[src/rtl/rv32i_pkg.sv]
// Shared types and funct3 encodings for the RV32I writeback stage.
package rv32i_pkg;

    typedef enum logic [1:0] {
        SRC_ALU  = 2'd0,
        SRC_MEM  = 2'd1,
        SRC_IO   = 2'd2,
        SRC_LINK = 2'd3
    } src_sel_t;

    localparam logic [2:0] F3_LB  = 3'b000;
    localparam logic [2:0] F3_LH  = 3'b001;
    localparam logic [2:0] F3_LW  = 3'b010;
    localparam logic [2:0] F3_LBU = 3'b100;
    localparam logic [2:0] F3_LHU = 3'b101;

endpackage

[src/rtl/rv32i_load_align.sv]
// Load data alignment: picks the addressed byte/halfword out of a read word and extends it.
module rv32i_load_align
    import rv32i_pkg::*;
(
    input  logic [31:0] rdata,
    input  logic [1:0]  offset,
    input  logic [2:0]  funct3,
    output logic [31:0] data
);

    logic [7:0]  byte_sel;
    logic [15:0] half_sel;

    always_comb begin
        byte_sel = rdata[7:0];
        case (offset)
            2'd0: byte_sel = rdata[7:0];
            2'd1: byte_sel = rdata[15:8];
            2'd2: byte_sel = rdata[23:16];
            2'd3: byte_sel = rdata[31:24];
            default: byte_sel = rdata[7:0];
        endcase
    end

    // offset[0] is ignored for halfwords; misalignment is not trapped here
    assign half_sel = offset[1] ? rdata[31:16] : rdata[15:0];

    always_comb begin
        data = rdata;
        case (funct3)
            F3_LB:   data = {{24{byte_sel[7]}}, byte_sel};
            F3_LBU:  data = {24'h0, byte_sel};
            F3_LH:   data = {{16{half_sel[15]}}, half_sel};
            F3_LHU:  data = {16'h0, half_sel};
            F3_LW:   data = rdata;
            default: data = rdata;
        endcase
    end

endmodule

[src/rtl/rv32i_wb_top.sv]
// RV32I writeback stage: MEM/WB register, load alignment, source mux, x0 gating, instret counter.
module rv32i_wb_top
    import rv32i_pkg::*;
#(
    parameter logic [31:0] RESET_PC  = 32'h0,
    parameter int          INSTRET_W = 64
) (
    input  logic                 clk,
    input  logic                 reset,
    input  logic                 stall_in,
    input  logic                 valid_in,
    input  logic [31:0]          pc_in,
    input  logic [31:0]          iw_in,
    input  logic [31:0]          alu_in,
    input  logic [4:0]           wb_reg_in,
    input  logic                 wb_en_in,
    input  logic [1:0]           src_sel_in,
    input  logic [31:0]          memif_rdata,
    input  logic [31:0]          io_rdata,
    output logic                 regif_wb_enable,
    output logic [4:0]           regif_wb_reg,
    output logic [31:0]          regif_wb_data,
    output logic                 df_wb_enable,
    output logic [4:0]           df_wb_reg,
    output logic [31:0]          df_wb_data,
    output logic [INSTRET_W-1:0] instret_count
);

    logic [31:0]          pc_q,      pc_d;
    logic [31:0]          iw_q,      iw_d;
    logic [31:0]          alu_q,     alu_d;
    logic [4:0]           wb_reg_q,  wb_reg_d;
    logic                 wb_en_q,   wb_en_d;
    src_sel_t             src_sel_q, src_sel_d;
    logic                 valid_q,   valid_d;
    logic [INSTRET_W-1:0] instret_q, instret_d;

    logic [31:0] mem_aligned;
    logic [31:0] io_aligned;
    logic [31:0] wb_data;
    logic        wb_enable;
    logic        unused_iw_bits;

    always_comb begin
        pc_d      = pc_q;
        iw_d      = iw_q;
        alu_d     = alu_q;
        wb_reg_d  = wb_reg_q;
        wb_en_d   = wb_en_q;
        src_sel_d = src_sel_q;
        valid_d   = valid_q;
        instret_d = instret_q;
        if (!stall_in) begin
            pc_d      = pc_in;
            iw_d      = iw_in;
            alu_d     = alu_in;
            wb_reg_d  = wb_reg_in;
            wb_en_d   = wb_en_in;
            src_sel_d = src_sel_t'(src_sel_in);
            valid_d   = valid_in;
        end
        // a stalled instruction is counted only on the cycle it leaves WB
        if (valid_q && !stall_in) begin
            instret_d = instret_q + INSTRET_W'(1);
        end
    end

    always_ff @(posedge clk) begin
        if (reset) begin
            pc_q      <= RESET_PC;
            iw_q      <= '0;
            alu_q     <= '0;
            wb_reg_q  <= '0;
            wb_en_q   <= 1'b0;
            src_sel_q <= SRC_ALU;
            valid_q   <= 1'b0;
            instret_q <= '0;
        end else begin
            pc_q      <= pc_d;
            iw_q      <= iw_d;
            alu_q     <= alu_d;
            wb_reg_q  <= wb_reg_d;
            wb_en_q   <= wb_en_d;
            src_sel_q <= src_sel_d;
            valid_q   <= valid_d;
            instret_q <= instret_d;
        end
    end

    rv32i_load_align u_align_mem (
        .rdata  (memif_rdata),
        .offset (alu_q[1:0]),
        .funct3 (iw_q[14:12]),
        .data   (mem_aligned)
    );

    rv32i_load_align u_align_io (
        .rdata  (io_rdata),
        .offset (alu_q[1:0]),
        .funct3 (iw_q[14:12]),
        .data   (io_aligned)
    );

    always_comb begin
        wb_data = alu_q;
        case (src_sel_q)
            SRC_ALU:  wb_data = alu_q;
            SRC_MEM:  wb_data = mem_aligned;
            SRC_IO:   wb_data = io_aligned;
            SRC_LINK: wb_data = pc_q + 32'd4;
            default:  wb_data = alu_q;
        endcase
    end

    assign wb_enable = valid_q & wb_en_q & (wb_reg_q != 5'd0);

    assign regif_wb_enable = wb_enable;
    assign regif_wb_reg    = wb_reg_q;
    assign regif_wb_data   = wb_data;
    assign df_wb_enable    = wb_enable;
    assign df_wb_reg       = wb_reg_q;
    assign df_wb_data      = wb_data;
    assign instret_count   = instret_q;

    // only funct3 of the instruction word matters in this stage
    assign unused_iw_bits = ^{iw_q[31:15], iw_q[11:0]};

endmodule

[config.mk]
export PLATFORM = sky130hd
export DESIGN_NAME = rv32i_wb_top
export DESIGN_NICKNAME = d
export VERILOG_FILES = /design/src/rtl/rv32i_pkg.sv /design/src/rtl/rv32i_load_align.sv /design/src/rtl/rv32i_wb_top.sv
export SDC_FILE = /design/constraint.sdc
export NUM_CORES = 1
export LEC_CHECK = 0
export BUFFER_PORTS_ARGS = -buffer_cell sky130_fd_sc_hd__clkbuf_2
export CAP_MARGIN = 5
export CORE_MARGIN = 2
export CORE_UTILIZATION = 50
export CTS_CLUSTER_DIAMETER = 50
export CTS_CLUSTER_SIZE = 10
export DETAILED_ROUTE_END_ITERATION = 10
export HOLD_SLACK_MARGIN = 0.02
export PLACE_DENSITY_LB_ADDON = 0.1
export SYNTH_ARGS = -nofsm -noshare
export SYNTH_HDL_FRONTEND = slang
export SYNTH_SLANG_ARGS = --single-unit
export TNS_END_PERCENT = 1
[constraint.sdc]
create_clock -name clk -period 2.97 [get_ports clk]
set_input_delay 0.297 -clock clk [delete_from_list [all_inputs] [get_ports clk]]
set_output_delay 0.297 -clock clk [all_outputs]
set_load 0.01 [all_outputs]
==> impl_metrics.toml <==
[yosys]
synth_cell_types = 56
synth_top_flop_cell = "dfxtp_1"
synth_area_mm2 = 0.00808
ys_ff_latch = 140
seq_area_frac_synth = 0.347
synth_top_area_cell = "dfxtp_1"
async_reset_ff_frac = 0
ys_warn_count = 0
avgSynthCellArea_um2 = 8.13
syn_inst = 993
synth_edf_count = 0
yosysTopAreaCellShare = 0.347
synth_nets = 1167
synthTopCellsByArea = "dfxtp_1 (35%), mux2i_1 (11%), nor2_1 (8.1%)"

[drt]
wl_per_cell_um = 17.9
drt-total-wl_um = 26300
first_pass_iters = 8
ant_nets = 0
routed_via_density = 5.67
num_vias = 8316
route.detailed.drc = 0
drt_iter0_drc = 753

[worst_setup_path]
crit_end = "df_wb_data[12]"
ff2ff_setup_slack_ns = 0.57
crit_required_ns = 2.67
worstSetupPathType = "register to output pin"
timing.rr.end = "instret_count[63]"
reg2regPathDepth = 6
setup.worst_path.end_class = "output pin"
critPathLaunchType = "register"
critPathMaxFanout = 8
cp-startpoint = "alu_q[1]"
r2r-start = "valid_q"
arrival_ns = 2.61

[sta]
slew_viol_final = 0
rsz0062_at_grt = "true"
finClkSkew_ns = 0.00855
fmax_ghz = 0.344
fin_tns_setup_ns = 0
relSlewSlack = 0.345
period_minus_slack_ns = 2.91
whs_ns = 0.106
setup-violations-final = 0
fin_crit_sh = 0.978
final_hold_viol_count = 0
worst_pin_slew_ns = 0.982

[floorplan]
start_util = 0.510
core_mm2 = 0.0158
die_area_mm2 = 0.0172
rows = 46
ios = 312
die_h_um = 131
die_w_um = 131

[min_path]
hold_start = "pc_in[20]"
hp-class = "primary input to register"

[power]
p_leak_nw = 4.69
peakVddDrop_v = 0.000366
power_density_mw_per_mm2 = 494

[finish]
drive_gt1_frac = 0.307
multiInputGateArea_mm2 = 0.00474
area_delta_synth_final_pct = 26.3
final_cells = 1467
fillers = 1424
fin_nets = 1412
largest_reg_flops = 64
seqCellArea_mm2 = 0.00281

[clocking]
clkLatencyLatePin_ns = 0.42
cts_hold_repair.buffers = 0
cts_buffers = 17
htreeDepth = 4
cts-root-buf = "clkbuf_16"
cts_buffer_depth = 2
cts_tree = "built"
clk_pin_slew_ns = 0.06
clock_sinks = 140

[global_route]
track_usage = 0.299
grt_pass1_vias = 7679
gr-total-overflow = 0
grt_pass1_wl_um = 41000
antenna_found_initial = 4
grt_max_degree = 75

[placed_design]
dp_hpwl_um = 20100
dp_cells = 1434
gp_congestion = 1.07
io_buffers = 282

[run_status]
outcome = "completed"

[job]
cap_violations = 0
==> cells by family (layout without fill, tap and decap cells) <==
kind of cell,Yosys count,in the layout,share of synthesized area
AND/OR/NAND/NOR,403,403,0.242
adder cells (fa/ha/maj),2,2,0.00310
multiplexers,91,91,0.114
other,0,1,0
flip-flops,140,140,0.347
buffers and inverters,112,369,0.0726
XOR/XNOR,78,78,0.0846
AO/OA/AOI/OAI,167,167,0.137
==> final cells by class <==
| cell class | instances | share of cell area |
|---|---|---|
| antenna | 1 | 0.000245 |
| multi-input combinational | 741 | 0.465 |
| inverter | 14 | 0.00515 |
| clock inverter | 10 | 0.0113 |
| timing repair buffer | 324 | 0.171 |
| clock buffer | 21 | 0.0461 |
| tap | 216 | 0.0265 |
| sequential | 140 | 0.275 |
==> critical path, cell delays in order (launching register included) <==
cell	delay [ns]
dfxtp_4	0.39
mux2_2	0.38
a22oi_2	0.26
nand2b_4	0.18
o21ai_0	0.08
a222oi_1	0.59
nand2_1	0.14
clkbuf_2	0.16
==> per-stage QoR <==
step                      total power (W)  setup WS (ns)  utilization  area, um2
final                             0.00504         0.0648        0.645      10200
after detailed placement          0.00294          0.242        0.604       9560
after global placement            0.00293          0.333        0.604       9560
after CTS                         0.00506         0.0183        0.642      10200
after floorplan                   0.00261          0.570            -       8080
after global routing              0.00524        -0.0738        0.645      10200
==> timing repair <==
item,CTS,global route
resized for setup,4,9
endpoints found under the setup margin,37,46
buffers inserted,0,1
pin swaps,0,3
==> worst min path at each step <==
stage	endpoint	slack (ns)	depth (start not counted)
floorplan	alu_q[0]	0.44	2
finish	pc_q[20]	0.11	3
global route	alu_q[7]	0.1	3
global placement	alu_q[17]	0.48	2
CTS	pc_q[31]	0.09	3
detailed placement	pc_q[1]	0.49	2
==> routing by layer <==
| layer | global-route usage | vias up | share of wire |
|---|---|---|---|
| met1 | 0.361 | 3814 | 0.40 |
| met3 | 0.0968 | 86 | 0.092 |
| met4 | 0.143 | 6 | 0.045 |
| li1 | - | 3989 | - |
| met2 | 0.485 | 421 | 0.46 |
| met5 | 0 | - | 0.0016 |
==> where the power goes <==
group | total [W] | switching [W] | leakage, nW | internal, W
Combinational | 0.000923 | 0.000538 | 3.26 | 0.000385
Clock | 0.00212 | 0.000820 | 0.281 | 0.00130
Sequential | 0.00200 | 0.0000619 | 1.14 | 0.00194
Total | 0.00504 | 0.00142 | 4.69 | 0.00362
==> cells in the final DEF (no fill, tap or decap), types with 29 or more instances in the layout <==
cell type	n
dfxtp_1	138
nand3_1	45
a21oi_1	50
buf_4	43
clkbuf_2	280
nor2_1	174
xor2_1	53
nand4_1	29
nand2_1	62
mux2i_1	86
o21ai_0	31
==> cells in the mapped netlist, types with 8 or more instances <==
cell / instances
a21oi_1: 52
a221oi_1: 15
a22oi_1: 11
and3_1: 12
and4_1: 15
buf_1: 9
buf_4: 42
clkbuf_1: 40
dfxtp_1: 140
inv_1: 14
mux2i_1: 86
nand2_1: 63
nand2b_1: 10
nand3_1: 45
nand4_1: 29
nor2_1: 174
nor2b_1: 9
nor3_1: 8
o211ai_1: 8
o21ai_0: 32
o221ai_1: 8
or3_1: 9
xnor2_1: 25
xor2_1: 53
Note: power is estimated with default switching activity, not from simulation.
